$ cat src/rtl/call_return_stack_pkg.sv
// call_return_stack_pkg: shared program-flow types and {call,ret} op encodings
package call_return_stack_pkg;
  localparam int ADDR_W_DEF = 20;
  typedef logic [ADDR_W_DEF-1:0] addr_t;
  localparam logic [1:0] OP_IDLE = 2'b00;
  localparam logic [1:0] OP_RET  = 2'b01;
  localparam logic [1:0] OP_CALL = 2'b10;
  localparam logic [1:0] OP_TAIL = 2'b11;
endpackage

$ cat src/rtl/call_return_stack_lifo.sv
// ret_addr_lifo: return-address storage array, indexed write, combinational indexed read
module ret_addr_lifo #(
  parameter int ADDR_W = 20,
  parameter int DEPTH  = 8,
  parameter int PTR_W  = $clog2(DEPTH)
) (
  input  logic              clk,
  input  logic              we,
  input  logic [PTR_W-1:0]  waddr,
  input  logic [ADDR_W-1:0] wdata,
  input  logic [PTR_W-1:0]  raddr,
  output logic [ADDR_W-1:0] rdata
);
  logic [ADDR_W-1:0] mem [DEPTH];
  // data entries carry no reset; only the depth register decides validity
  always_ff @(posedge clk) begin
    if (we) mem[waddr] <= wdata;
  end
  assign rdata = mem[raddr];
endmodule

$ cat src/rtl/call_return_stack.sv
// call_return_stack: CALL/RET return-address stack driving a registered next-PC
module call_return_stack
  import call_return_stack_pkg::*;
#(
  parameter int ADDR_W = ADDR_W_DEF,
  parameter int DEPTH  = 8,
  localparam int PTR_W = $clog2(DEPTH)
) (
  input  logic              clk,
  input  logic              rst,
  input  logic [ADDR_W-1:0] pc,
  input  logic              call,
  input  logic              ret,
  input  logic [ADDR_W-1:0] call_address,
  input  logic              err_clear,
  output logic [ADDR_W-1:0] new_pc,
  output logic              taken,
  output logic [PTR_W:0]    depth,
  output logic              empty,
  output logic              full,
  output logic              overflow_err,
  output logic              underflow_err
);
  localparam logic [PTR_W:0] FULL_D = DEPTH[PTR_W:0];
  logic [1:0] op;
  logic [ADDR_W-1:0] pc_inc, rdata, new_pc_d;
  logic [PTR_W:0] top_idx, depth_d;
  logic push, tail, pop, ovf, unf, we;
  logic [PTR_W-1:0] waddr;
  assign op      = {call, ret};
  assign pc_inc  = pc + 1'b1;
  assign empty   = depth == '0;
  assign full    = depth == FULL_D;
  assign top_idx = depth - 1'b1;
  // decode the op against stack occupancy; an empty tail call degrades to a plain push
  always_comb begin
    push     = (op == OP_CALL && !full) || (op == OP_TAIL && empty);
    tail     = op == OP_TAIL && !empty;
    pop      = op == OP_RET && !empty;
    ovf      = op == OP_CALL && full;
    unf      = op == OP_RET && empty;
    we       = push || tail;
    waddr    = tail ? top_idx[PTR_W-1:0] : depth[PTR_W-1:0];
    depth_d  = push ? depth + 1'b1 : pop ? top_idx : depth;
    new_pc_d = we ? call_address : pop ? rdata : pc_inc;
  end
  ret_addr_lifo #(.ADDR_W(ADDR_W), .DEPTH(DEPTH), .PTR_W(PTR_W)) u_lifo (
    .clk  (clk),
    .we   (we && !rst),
    .waddr(waddr),
    .wdata(pc_inc),
    .raddr(top_idx[PTR_W-1:0]),
    .rdata(rdata)
  );
  // register next-PC, occupancy and sticky errors; a new error beats err_clear
  always_ff @(posedge clk) begin
    if (rst) begin
      new_pc        <= '0;
      taken         <= 1'b0;
      depth         <= '0;
      overflow_err  <= 1'b0;
      underflow_err <= 1'b0;
    end else begin
      new_pc        <= new_pc_d;
      taken         <= we || pop;
      depth         <= depth_d;
      overflow_err  <= ovf || (overflow_err && !err_clear);
      underflow_err <= unf || (underflow_err && !err_clear);
    end
  end
endmodule

$ cat config.mk
export PLATFORM = sky130hd
export DESIGN_NAME = call_return_stack
export DESIGN_NICKNAME = d
export VERILOG_FILES = /design/src/rtl/call_return_stack_pkg.sv /design/src/rtl/call_return_stack_lifo.sv /design/src/rtl/call_return_stack.sv
export SDC_FILE = /design/constraint.sdc
export NUM_CORES = 1
export LEC_CHECK = 0
export CORE_MARGIN = 1
export CORE_UTILIZATION = 50
export CTS_CLUSTER_SIZE = 28
export DETAILED_ROUTE_END_ITERATION = 7
export GPL_TIMING_DRIVEN = 0
export HOLD_SLACK_MARGIN = 0.08
export PLACE_DENSITY = 0.71
export SETUP_SLACK_MARGIN = 0.3
export SLEW_MARGIN = 20
export SYNTH_ARGS = -nofsm -noshare
export SYNTH_HDL_FRONTEND = slang
export SYNTH_SLANG_ARGS = --single-unit
$ cat constraint.sdc
create_clock -name clk -period 5 [get_ports clk]
set_clock_uncertainty 0.05 [all_clocks]
set_input_delay 1.5 -clock clk [delete_from_list [all_inputs] [get_ports clk]]
set_output_delay 1.5 -clock clk [all_outputs]
set_load 0.01 [all_outputs]
==> flow_metrics.tcl, run 1 <==
set metrics [dict create \
    drc 8 \
    worst_pin_slew_ns 0.8553 \
    crit_family "buffers and inverters" \
    crit_type "input pin to flop" \
    syn-instance-count 439 \
    fillers 1021 \
    grt_pass1_wl_um 27920 \
    die_w_um 125.3 \
    peakVddDrop_mv 0.2779 \
    cts.sinks 187 \
    rows 44 \
    synth_nets 487 \
    yosysSeqAreaShare_pct 70.32 \
    timing.hold.ws_ns 0.5682 \
    hold_viol_final 0 \
    grt_util_met1_pct 33.22 \
    synth-edff-count 160 \
    regArea_mm2 0.005345 \
    drv_cap 0 \
    period_share_pct 87.66 \
    async_flop_share_pct 0 \
    synth_top_area_share_pct 63.21 \
    cts_tree "built" \
    slew_headroom_pct 42.98 \
    vias 4674 \
    rsz0062_at_grt "no" \
    grtUsageTotal_pct 24.67 \
    post-dp-hpwl_um 12560 \
    num_io_pins 74 \
    ys_warn_count 0 \
    synth_top_cells_by_area "edfxtp_1 (63%), mux4_2 (12%), dfxtp_1 (7.1%)" \
    r2r_setup_slack_ns 0.67 \
    required_ns 5.09 \
    area_growth_pct 23.54 \
    critical-path-max-stage-delay_ns 0.66 \
    hold_path.class "flop to flop" \
    holdBufCountCts 0 \
    multi_input_area_mm2 0.002153 \
    setup_tns_ns 0 \
    grt_pass1_vias 4671 \
    wl_per_cell_um 24.30 \
    place_area_mm2 0.008802 \
    syn_area_mm2 0.007601 \
    overflow 0 \
    ys_types 46 \
    ctsResizeCount 0 \
    antenna_found_initial 0 \
    design.core.area_mm2 0.01470 \
    status "finished, violations left" \
    initial_utilization_pct 51.71 \
    start_kind "input pin" \
    cts-root-buf "clkbuf_16" \
    die_area_mm2 0.01570 \
    grt_max_degree 17 \
    synth_seq_cells 187 \
    grt-busiest-layer "met2" \
    n_antenna_cell 0 \
    drt_iter0_drc 594 \
    grtUsageMet3_pct 5.178 \
    gr-usage-met2_pct 38.68 \
    drive_gt1_share_pct 20.71 \
    synth_top_cell_by_area "edfxtp_1" \
    cp_slowest_cell "nor3_2" \
    synth_common_cells "edfxtp_1 (160), mux4_2 (40), dfxtp_1 (27), nor2_1 (22), nand2_1 (16)" \
    p_leak_nw 3.070 \
    timing.fmax_ghz 0.2281 \
    clockBufferDepth 2 \
    path_max_fanout 10 \
    clk_pin_slew_ns 0.06 \
    crit_buf_inv 6 \
    yosysMostFrequentCell "edfxtp_1" \
    drv_slew 0 \
    syn_area_per_cell_um2 17.31 \
    routed_wl_um 18200 \
    numPortBuffers 72 \
    power_density_mw_per_mm2 431.5 \
    fin_crit_ns 4.383 \
    ctsHtreeMaxLevel 4 \
    violations "DRC" \
    cts_buffers 17 \
    synthFlopType "edfxtp_1" \
    nets 600 \
    setup_violations 0 \
    viasPerCell 6.240 \
    drt_pass1_iterations 7 \
    ant_nets 0 \
    cts_setup_buffers 0 \
    die_h_um 125.3 \
    fin_area_mm2 0.009390 \
    clk_latency_ns 0.43 \
    worstPathCellList "clkdlybuf4s50_1 > buf_2 > inv_1 > a21boi_0 > buf_2 > nand3_1 > nor3_2 > buf_4 > buf_4" \
    gp_congestion 0.8608 \
    end_kind "flop" \
    cp.arrival_ns 4.47 \
]
[worst paths after layout]
check	depth (start not counted)	startpoint	endpoint
setup / recovery	9	ret	u_lifo.mem[6][11]
setup reg to reg	12	depth[0]	u_lifo.mem[6][11]
hold / removal	2	depth[1]	depth[1]
hold reg to reg	2	depth[1]	depth[1]
[logic make-up after synthesis]
kind of cell	after synthesis	synth area share (%)
xor+xnor	21	2.420
flops	187	70.32
mux	41	11.98
fa+ha+maj	3	0.4939
simple gates	89	6.486
compound gates	65	6.420
buf+inv	33	1.876
[flip-flops by register name, summed over array words and instances (netlist names)]
signal,flops
u_lifo.mem,160
underflow_err,1
new_pc,20
taken,1
depth,4
overflow_err,1
[per-layer routing]
layer / part of all wire [%] / up-vias / routed length, um
li1: - / 2021 / -
met1: 40 / 2338 / 7311
met3: 8.9 / 46 / 1617
met5: 0 / - / 0
met4: 3.3 / 0 / 592
met2: 48 / 269 / 8682
[layout by cell type (no fill, tap or decap), types with 12 or more instances in the layout]
| master | count |
|---|---|
| nor2_1 | 22 |
| mux4_2 | 40 |
| a21oi_1 | 15 |
| clkbuf_16 | 17 |
| nand2_1 | 16 |
| buf_6 | 13 |
| clkdlybuf4s50_1 | 72 |
| dfxtp_1 | 27 |
| a22oi_1 | 12 |
| edfxtp_1 | 160 |
| clkbuf_1 | 18 |
[tightest hold or removal path, delay by kind of cell (launching register included)]
kind,cells,cell delay (ns)
simple gates,1,0.11
flops,1,0.38
compound gates,1,0.07
[stage by stage]
step	util [%]	instances	total power (W)	setup WS [ns]
detailed placement	59.88	717	0.002722	0.1896
global route	63.88	749	0.004186	0.3775
CTS	63.88	749	0.004061	0.6151
finish	63.88	749	0.004052	0.6169
global placement	58.18	695	0.002679	-1.711
floorplan	-	439	0.002400	0.7104
[area by class of cell]
type	count	area share, %
clock buffer	23	4.983
buffer	25	1.199
timing repair buffer	94	9.913
inverter	8	0.3198
tap	184	2.452
clock inverter	9	1.279
multi-input combinational	219	22.93
sequential	187	56.92
[power by group]
part           switching (W)  internal (W)
logic               0.000468      0.000404
registers          0.0000279       0.00180
clock network       0.000547      0.000807
Power figures use the tool's default switching activity.
==> inputs of run 2 (changes only) <==
--- a/config.mk
+++ b/config.mk
@@ -5,6 +5,7 @@
 export SDC_FILE = /design/constraint.sdc
 export NUM_CORES = 1
 export LEC_CHECK = 0
+export CAP_MARGIN = 0
 export CORE_MARGIN = 1
 export CORE_UTILIZATION = 50
 export CTS_CLUSTER_SIZE = 28
@@ -17,3 +18,4 @@
 export SYNTH_ARGS = -nofsm -noshare
 export SYNTH_HDL_FRONTEND = slang
 export SYNTH_SLANG_ARGS = --single-unit
+export TNS_END_PERCENT = 10
==> results of run 2 <==
No change in the layout: final DEF, timing and power equal those of run 1.
==> inputs of run 3 (changes only) <==
--- a/config.mk
+++ b/config.mk
@@ -13,6 +13,7 @@
 export GPL_TIMING_DRIVEN = 0
 export HOLD_SLACK_MARGIN = 0.08
 export PLACE_DENSITY = 0.71
+export REMOVE_ABC_BUFFERS = 1
 export SETUP_SLACK_MARGIN = 0.3
 export SLEW_MARGIN = 20
 export SYNTH_ARGS = -nofsm -noshare
==> run 3 against run 2 <==
The run still ends with DRC left. First-iteration DRC count decreased by 15%. Final area decreased by 0.71%. Global-route usage decreased by 1.3 points. Non-clock buffer count decreased by 19. Maximum frequency increased by 6.2%. Critical path depth decreased by 2. Clock-buffer cell count decreased by 1. Sequential power about the same. Combinational power decreased by 4.0%. Die area unchanged. Sequential share of layout area increased by 0.45 points. Highest routed layer unchanged.
==> flow_metrics.tcl, run 3 (synthesized netlist as in run 1, its figures left out) <==
set metrics [dict create \
    status "finished, violations left" \
    violations "DRC" \
    worstPathCellList "clkdlybuf4s50_1 > inv_1 > a21boi_2 > buf_6 > nand3_1 > nor3_2 > buf_4" \
    clk_pin_slew_ns 0.06 \
    design.core.area_mm2 0.01470 \
    drt_iter0_drc 505 \
    largest_reg_flops 160 \
    holdBufCountCts 0 \
    total_power_w 0.003933 \
    post-route-util_pct 63.43 \
    drv_slew 0 \
    ant_nets 0 \
    drt_pass1_iterations 8 \
    grt_max_degree 46 \
    peakVddDrop_mv 0.2654 \
    fin_crit_ns 4.126 \
    top_regs "u_lifo.mem (160), new_pc (20), depth (4)" \
    cts_setup_buffers 0 \
    initial_utilization_pct 51.71 \
    period_share_pct 82.52 \
    fillers 1009 \
    viasPerCell 6.197 \
    cts_buffers 17 \
    setup_ws_ns 0.8741 \
    numPortBuffers 73 \
    clockBufferDepth 2 \
    cts-root-buf "clkbuf_16" \
    drive_gt1_share_pct 21.25 \
    timing.fmax_ghz 0.2424 \
    dp.cells 698 \
    end_kind "flop" \
    place_area_mm2 0.008785 \
    area_growth_pct 22.67 \
    antenna_found_initial 0 \
    grt_pass1_vias 4602 \
    place_ws_ns 0.3606 \
    hold_path.class "flop to flop" \
    die_w_um 125.3 \
    overflow 0 \
    worst_pin_slew_ns 1.132 \
    rsz0062_at_grt "no" \
    start_kind "input pin" \
    num_io_pins 74 \
    hold_viol_final 0 \
    crit_buf_inv 4 \
    final_cell_mix "edfxtp_1 (160), clkdlybuf4s50_1 (72), mux4_2 (40), dfxtp_1 (26), nor2_1 (22)" \
    p_leak_nw 3.023 \
    required_ns 5.08 \
    wl_per_cell_um 23.45 \
    drc 6 \
    gp_congestion 0.7890 \
    final_cells 730 \
    routed_wl_um 17120 \
    crit_type "input pin to flop" \
    vias 4524 \
    post-dp-hpwl_um 11190 \
    nets 581 \
    critical-path-max-stage-delay_ns 0.71 \
    cts_tree "built" \
    rows 44 \
    crit_family "buffers and inverters" \
    slew_headroom_pct 24.55 \
    die_area_mm2 0.01570 \
    cp_slowest_cell "clkdlybuf4s50_1" \
    final_common_cell "edfxtp_1" \
    cp.arrival_ns 4.20 \
    n_antenna_cell 0 \
    die_h_um 125.3 \
    grtUsageTotal_pct 23.40 \
    top_register "u_lifo.mem" \
    drv_cap 0 \
    ctsHtreeMaxLevel 4 \
    cts.sinks 187 \
    path_max_fanout 11 \
    clk_latency_ns 0.42 \
    power_density_mw_per_mm2 421.9 \
    grt_pass1_wl_um 26650 \
    fin_area_mm2 0.009324 \
    ctsResizeCount 0 \
    setup_violations 0 \
]
-- run 3: cell types whose count changed in the layout (fill, tap and decap cells not counted), moves of 2 or more --
cell,change
buf_2,-8
buf_6,+2
bufinv_16,-2
clkbuf_1,-15
clkinv_1,+3
-- run 3: worst register-to-register path, cell delays in order (launching register included) --
cell	delay, ns
dfxtp_4	0.68
buf_12	0.29
inv_1	0.14
ha_4	0.20
nand3b_1	0.15
inv_1	0.15
a21boi_2	0.45
buf_6	0.23
nand3_1	0.20
nor3_2	0.66
buf_4	0.31
-- run 3: report_power, final --
| part | internal [W] | switching (W) | total, W | leakage [nW] |
|---|---|---|---|---|
| sequential | 0.00180 | 0.0000567 | 0.00185 | 1.67 |
| combinational | 0.000417 | 0.000420 | 0.000837 | 1.09 |
| clock | 0.000703 | 0.000539 | 0.00124 | 0.261 |
-- run 3: cell type report --
| type | instances | area [um2] | share of cell area, % |
|---|---|---|---|
| inverter | 8 | 30.03 | 0.3221 |
| clock inverter | 10 | 75.07 | 0.8052 |
| sequential | 187 | 5349 | 57.37 |
| timing repair buffer | 100 | 997.2 | 10.70 |
| clock buffer | 22 | 464.2 | 4.979 |
| multi-input combinational | 219 | 2178 | 23.36 |
| tap | 184 | 230.2 | 2.469 |
-- run 3: per-stage QoR --
| step | hold WS (ns) | TNS, ns |
|---|---|---|
| 2_1_floorplan | 0.4864 | -101.56 |
| 6_report | 0.5436 | 0 |
| 3_5_place_dp | 0.5193 | 0 |
| 5_1_grt | 0.5723 | 0 |
| 3_3_place_gp | 0.4980 | -664.55 |
| 4_1_cts | 0.5288 | 0 |
-- run 3: final timing paths --
kind         startpoint                 to  slack [ns]  depth (start not counted)
min            depth[1]           depth[1]        0.54                          2
max reg2reg    depth[0]  u_lifo.mem[6][10]        1.21                         10
max                 ret  u_lifo.mem[6][10]        0.87                          7
min reg2reg    depth[1]           depth[1]        0.54                          2
-- run 3: layer usage --
| layer | vias up | share of wire [%] | track usage (%) | routed length (um) |
|---|---|---|---|---|
| li1 | 1976 | - | - | - |
| met1 | 2304 | 44 | 33.77 | 7479 |
| met2 | 225 | 47 | 35.46 | 8069 |
| met3 | 19 | 7.9 | 5.220 | 1352 |
| met4 | 0 | 1.2 | 8.106 | 213 |
| met5 | - | 0 | 0 | 0 |
